## config.mk

```make
export PLATFORM = sky130hd
export DESIGN_NAME = bitcnt_arbiter
export DESIGN_NICKNAME = d
export VERILOG_FILES = /design/src/rtl/bitcnt_arbiter.sv
export SDC_FILE = /design/constraint.sdc
export NUM_CORES = 1
export LEC_CHECK = 0
export CAP_MARGIN = 15
export CORE_MARGIN = 2
export CORE_UTILIZATION = 42
export CTS_CLUSTER_DIAMETER = 30
export DETAILED_ROUTE_END_ITERATION = 8
export HOLD_SLACK_MARGIN = 0.15
export PLACE_DENSITY = 0.85
export SLEW_MARGIN = 25
export SYNTH_ARGS = -nofsm -noshare
export SYNTH_HDL_FRONTEND = slang
export SYNTH_SLANG_ARGS = --single-unit
export TNS_END_PERCENT = 100
```

## constraint.sdc

```tcl
create_clock -name clk -period 3.4 [get_ports clk]
set_input_delay 0.51 -clock clk [delete_from_list [all_inputs] [get_ports clk]]
set_output_delay 0.51 -clock clk [all_outputs]
set_load 0.01 [all_outputs]
```

## src/rtl/bitcnt_arbiter.sv

```systemverilog
`default_nettype none
// ============================================================================
//  Module   : bitcnt_arbiter
//  Purpose  : Shares one bit-counter datapath between N_REQ requesters.
//             Picks a winner round-robin and captures its operand. It then
//             sequences the datapath (load, shift/increment until A == 0)
//             and returns the ones-count with a one-cycle done pulse.
//  Revision : 1.0 - initial release
// ----------------------------------------------------------------------------
//  Ports
//   clk        in   1              clock, all state on posedge
//   reset      in   1              asynchronous, active-high
//   req        in   N_REQ          job request per requester
//   data       in   N_REQ*WIDTH    operand i at data[i*WIDTH +: WIDTH]
//   gnt        out  N_REQ          one-hot pulse: operand captured this cycle
//   done       out  N_REQ          one-hot pulse: result valid for owner
//   res_out    out  RES_W          ones-count (valid with done, else held)
//   owner      out  log2(N_REQ)    current / last job owner
//   busy       out  1              high in LOAD / COUNT / DONE
//   dp_A       out  WIDTH          captured operand to the datapath
//   dp_load    out  1              datapath load strobe
//   dp_inc     out  1              datapath result increment
//   dp_shift   out  1              datapath A right-shift
//   dp_Ais0    in   1              datapath A == 0
//   dp_a0      in   1              datapath A LSB
//   dp_result  in   RES_W          datapath result register
// ----------------------------------------------------------------------------
//  Configuration macro
//   BITCNT_FIXED_PRIO_EN : fixed priority (lowest index wins), pointer held 0.
//                          Undefined (default): round-robin arbitration.
// ============================================================================
module bitcnt_arbiter #(
   parameter int N_REQ = 4,
   parameter int WIDTH = 8,
   parameter int RES_W = 4
) (
   input  logic                       clk,
   input  logic                       reset,
   input  logic [N_REQ-1:0]           req,
   input  logic [N_REQ*WIDTH-1:0]     data,
   output logic [N_REQ-1:0]           gnt,
   output logic [N_REQ-1:0]           done,
   output logic [RES_W-1:0]           res_out,
   output logic [$clog2(N_REQ)-1:0]   owner,
   output logic                       busy,
   output logic [WIDTH-1:0]           dp_A,
   output logic                       dp_load,
   output logic                       dp_inc,
   output logic                       dp_shift,
   input  logic                       dp_Ais0,
   input  logic                       dp_a0,
   input  logic [RES_W-1:0]           dp_result
);

   localparam int ID_W = $clog2(N_REQ);

   localparam logic [1:0] c_st_idle  = 2'd0;
   localparam logic [1:0] c_st_load  = 2'd1;
   localparam logic [1:0] c_st_count = 2'd2;
   localparam logic [1:0] c_st_done  = 2'd3;

   logic [1:0]       state_q, state_d;
   logic [ID_W-1:0]  ptr_q,   ptr_d;
   logic [ID_W-1:0]  owner_q, owner_d;
   logic [WIDTH-1:0] dpA_q,   dpA_d;
   logic [RES_W-1:0] res_q,   res_d;

   logic             w_found;
   logic [ID_W-1:0]  w_win;
   logic [ID_W-1:0]  w_ptr_next;

   // Scan requests starting at the pointer, wrapping at N_REQ; first hit wins.
   // In fixed-priority builds the pointer stays 0, so the scan starts at index 0.
   always_comb begin
      w_found = 1'b0;
      w_win   = '0;
      for (int k = 0; k < N_REQ; k++) begin
         if (!w_found && req[(int'(ptr_q) + k) % N_REQ]) begin
            w_found = 1'b1;
            w_win   = ID_W'((int'(ptr_q) + k) % N_REQ);
         end
      end
   end

   assign w_ptr_next = (owner_q == ID_W'(N_REQ - 1)) ? '0 : owner_q + ID_W'(1);

   // State register
   always_ff @(posedge clk or posedge reset) begin
      if (reset) begin
         state_q <= c_st_idle;
         ptr_q   <= '0;
         owner_q <= '0;
         dpA_q   <= '0;
         res_q   <= '0;
      end else begin
         state_q <= state_d;
         ptr_q   <= ptr_d;
         owner_q <= owner_d;
         dpA_q   <= dpA_d;
         res_q   <= res_d;
      end
   end

   // Next-state logic
   always_comb begin
      state_d = state_q;
      ptr_d   = ptr_q;
      owner_d = owner_q;
      dpA_d   = dpA_q;
      res_d   = res_q;
      case (state_q)
         c_st_idle: begin
            if (w_found) begin
               state_d = c_st_load;
               owner_d = w_win;
               dpA_d   = data[int'(w_win)*WIDTH +: WIDTH];
            end
         end
         c_st_load:  state_d = c_st_count;
         c_st_count: if (dp_Ais0) state_d = c_st_done;
         c_st_done: begin
            state_d = c_st_idle;
            res_d   = dp_result;
            ptr_d   = w_ptr_next;
         end
         default:    state_d = c_st_idle;
      endcase
`ifdef BITCNT_FIXED_PRIO_EN
      ptr_d = '0;
`endif
   end

   // Output decode. gnt depends on req in IDLE; it is masked during reset
   // because the state register sits in IDLE while reset is held.
   always_comb begin
      gnt      = '0;
      done     = '0;
      busy     = (state_q != c_st_idle);
      dp_load  = (state_q == c_st_load);
      dp_shift = (state_q == c_st_count) && !dp_Ais0;
      dp_inc   = (state_q == c_st_count) && !dp_Ais0 && dp_a0;
      res_out  = (state_q == c_st_done) ? dp_result : res_q;
      owner    = owner_q;
      dp_A     = dpA_q;
      for (int k = 0; k < N_REQ; k++) begin
         gnt[k]  = (state_q == c_st_idle) && !reset && w_found && (w_win == ID_W'(k));
         done[k] = (state_q == c_st_done) && (owner_q == ID_W'(k));
      end
   end

endmodule
`default_nettype wire

```

==> tab_implementation.tex <==
\begin{tabular}{lr}
\hline
Metric & Value \\
\hline
\multicolumn{2}{l}{\textbf{Global routing}} \\
Grt ovf & 0 \\
Via count of the first global-routing pass & 1268 \\
Global-route wire length before repair & 5865 um \\
Maximum number of pins on one net before global-route repair & 19 \\
Initial antenna violation count & 0 \\
Total routing usage reported by global routing & 22.09\% \\
\multicolumn{2}{l}{\textbf{Clock network}} \\
Quantity of hold-fixing buffers added after cts & 0 \\
Number of levels in the clock H-tree & 1 \\
Clock Pin Slew Worst Setup and Hold Paths & 0.10 ns \\
TritonCTS buffer count & 3 \\
Clock Tree Buf Depth & 2 \\
Clock insertion delay at the later pin of the skew report & 0.29 ns \\
Buffers inserted during post-CTS setup optimization & 0 \\
TritonCTS clock tree & done \\
Buffer cell driving the clock tree root & clkbuf\_4 \\
CTS-repair resized insts & 0 \\
CTS sink count & 18 \\
\multicolumn{2}{l}{\textbf{Floorplan}} \\
Width of the die & 60.28 um \\
Total I/O pin count & 70 \\
Die Y & 60.28 um \\
Area of the placeable core & 3028 sq um \\
Die Footprint & 3633 sq um \\
Initial core utilization & 43.93\% \\
Row Count & 20 \\
\multicolumn{2}{l}{\textbf{Timing}} \\
Unrepaired setup endpoints after global routing & false \\
Worst-margin pin slew & 0.6933 ns \\
Final Hold Violating Endpoints & 0 \\
Sum of negative setup slack & 0 ns \\
Minimum clock period & 3.217 ns \\
Final number of setup-violating endpoints & 0 \\
Headroom to the max-slew limit & 53.73\% \\
Fin crit share & 94.61\% \\
Clock skew after layout & 0.007901 ns \\
Fin. max-slew vios & 0 \\
FMAX & 0.3109 GHz \\
Worst hold margin & 0.5075 ns \\
\multicolumn{2}{l}{\textbf{Routing}} \\
Number of DRC markers in iteration 0 & 63 \\
DR DRC count & 0 \\
Final routed wirelength across all metal layers & 3881 um \\
Number of nets still failing antenna checks after routing & 0 \\
Detail-routed net length per standard cell & 15.91 um \\
Detailed-routing iteration count for the pre-antenna-repair pass & 4 \\
Via density & 5.254 \\
Via count of the routed design & 1282 \\
\multicolumn{2}{l}{\textbf{Setup path}} \\
Kind of critical path & input port to output pin \\
FF-to-FF path depth & 6 \\
Crit-path max FO & 12 \\
Data arrival time at the worst-slack endpoint & 2.71 ns \\
Capturing element type of the critical path & output pin \\
Worst-case register-to-register setup slack & 1.38 ns \\
Kind of launch point of the worst setup path & input port \\
End of the worst register-to-register path & dp\_A[0] \\
FF-to-FF Start & ptr\_q[1] \\
Data required time of the worst path & 2.89 ns \\
\multicolumn{2}{l}{\textbf{Logic synthesis}} \\
Sequential share of the synthesized area & 33.87\% \\
Synth Register Bits & 18 \\
Synthesized instance count & 130 \\
Dominant cell by count in the synthesized netlist & dfrtp\_1 \\
Top post-synthesis cells by area & dfrtp\_1, ha\_1, mux2i\_1 \\
Synthesized area per cell & 10.23 sq um \\
Dominant register cell in the synthesized netlist & dfrtp\_1 \\
Area share of the leading cell type in the synthesized netlist & 33.87\% \\
Fraction of synthesis flops using an asynchronous set or reset pin & 100.0\% \\
Number of enable-type register cells in the synthesized netlist & 0 \\
Area of the mapped netlist & 1330 sq um \\
Post-synthesis cell type with the largest combined area & dfrtp\_1 \\
Post-synth top cells & dfrtp\_1, nor2\_1, a211oi\_1, ha\_1 \\
Net count after synthesis & 183 \\
Total of warnings raised by yosys & 0 \\
Unique masters post-synth & 36 \\
\multicolumn{2}{l}{\textbf{Place}} \\
Total of buffers placed on input and output ports & 69 \\
HPWL reported at the end of detailed placement & 3184 um \\
Post-placement cell count & 241 \\
Final weighted congestion in routability-driven placement & 0.8416 \\
\multicolumn{2}{l}{\textbf{Final layout}} \\
Filler cell count & 234 \\
Post-layout nets & 255 \\
Fin util & 68.55\% \\
Number of diodes & 0 \\
Area added between synthesis and finish & 56.07\% \\
Number of standard cells in the layout, taps in and fillers out & 244 \\
Share of cells above drive strength 1 & 11.50\% \\
\multicolumn{2}{l}{\textbf{Outcome}} \\
Outcome & complete, no violations \\
\multicolumn{2}{l}{\textbf{Worst hold path}} \\
Hold path depth & 1 \\
Class of the worst hold path & register to register \\
Hold path startpoint & res\_q[3] \\
Endpoint of the worst hold-timing path & res\_q[3] \\
\multicolumn{2}{l}{\textbf{Power and ir drop}} \\
Cell area power density & 730.0 nW/um\^{}2 \\
Worst-case vdd ir drop & 0.0003920 V \\
Leakage power total & 0.8359 nW \\
\multicolumn{2}{l}{\textbf{Flow run}} \\
Max\_cap viols & 0 \\
\hline
\end{tabular}
==> registers in the layout, summed over array words and instances (netlist names) <==
name and count:
res_q 4, ptr_q 2, owner 2, state_q 2, dp_A 8
==> cells by family (layout without fill, tap and decap cells) <==
logic type	Yosys count	in the layout	share of synthesized area, %
simple gates	44	44	19.10
flops	18	18	33.87
compound gates	31	31	21.54
fa+ha+maj	9	9	8.467
mux	13	13	10.25
buf+inv	15	85	6.774
==> through the flow <==
step	instance area, sq um	total power [W]	worst slack (ns)
2_1_floorplan	1330	0.0009846	1.270
3_3_place_gp	2053	0.001352	0.2994
3_5_place_dp	2053	0.001415	0.1958
4_1_cts	2076	0.001523	0.1914
5_1_grt	2076	0.001626	0.08297
6_report	2076	0.001515	0.1832
==> layout by cell type, fill, tap and decap left out, types with 2 or more instances in the layout <==
cell | netlist | routed
a2111oi_2 | 5 | 5
a211oi_1 | 9 | 9
a21oi_1 | 2 | 2
and2_1 | 5 | 5
buf_4 | 0 | 5
clkbuf_4 | 0 | 3
clkdlybuf4s50_1 | 0 | 69
dfrtp_1 | 18 | 18
ha_1 | 9 | 9
inv_1 | 8 | 8
mux2_2 | 5 | 5
mux2i_1 | 8 | 8
nand2_1 | 6 | 6
nor2_1 | 12 | 12
nor2b_1 | 3 | 3
nor3_1 | 2 | 2
nor3b_1 | 7 | 7
nor4_1 | 2 | 2
o21ai_0 | 5 | 5
o31ai_1 | 2 | 2
==> critical path, cell delays in order <==
cell and delay (ns):
clkdlybuf4s50_1 0.61, nor2b_1 0.19, a221o_1 0.21, and2_4 0.27, nand2_1 0.13, nor3_1 0.20
clkdlybuf4s50_1 0.58
==> per-layer routing <==
metal	vias to the layer above	GRT usage, %	share of wire [%]
li1	611	-	-
met1	597	25.00	40
met2	70	40.53	49
met3	4	4.329	9.6
met4	0	7.937	1.3
met5	-	0	0
==> worst max path at each step <==
stage           start      to
2_1_floorplan  req[2]  gnt[1]
3_3_place_gp   req[2]  gnt[3]
3_5_place_dp   req[2]  gnt[3]
4_1_cts        req[2]  gnt[3]
5_1_grt        req[2]  gnt[3]
6_report       req[2]  gnt[3]
==> power breakdown <==
| group | internal [W] | leakage [nW] | switching (W) | total (W) |
|---|---|---|---|---|
| logic | 0.000512 | 0.612 | 0.000493 | 0.00101 |
| registers | 0.000325 | 0.210 | 0.0000774 | 0.000403 |
| clock network | 0.0000412 | 0.0138 | 0.0000662 | 0.000107 |
==> final cells by class <==
type / instances / area [sq um] / area share (%)
multi-input combinational: 97 / 789.5 / 38.03
timing repair buffer: 74 / 728.2 / 35.08
sequential: 18 / 450.4 / 21.70
tap: 44 / 55.05 / 2.652
inverter: 8 / 30.03 / 1.447
clock buffer: 3 / 22.52 / 1.085
Power figures use the tool's default switching activity.
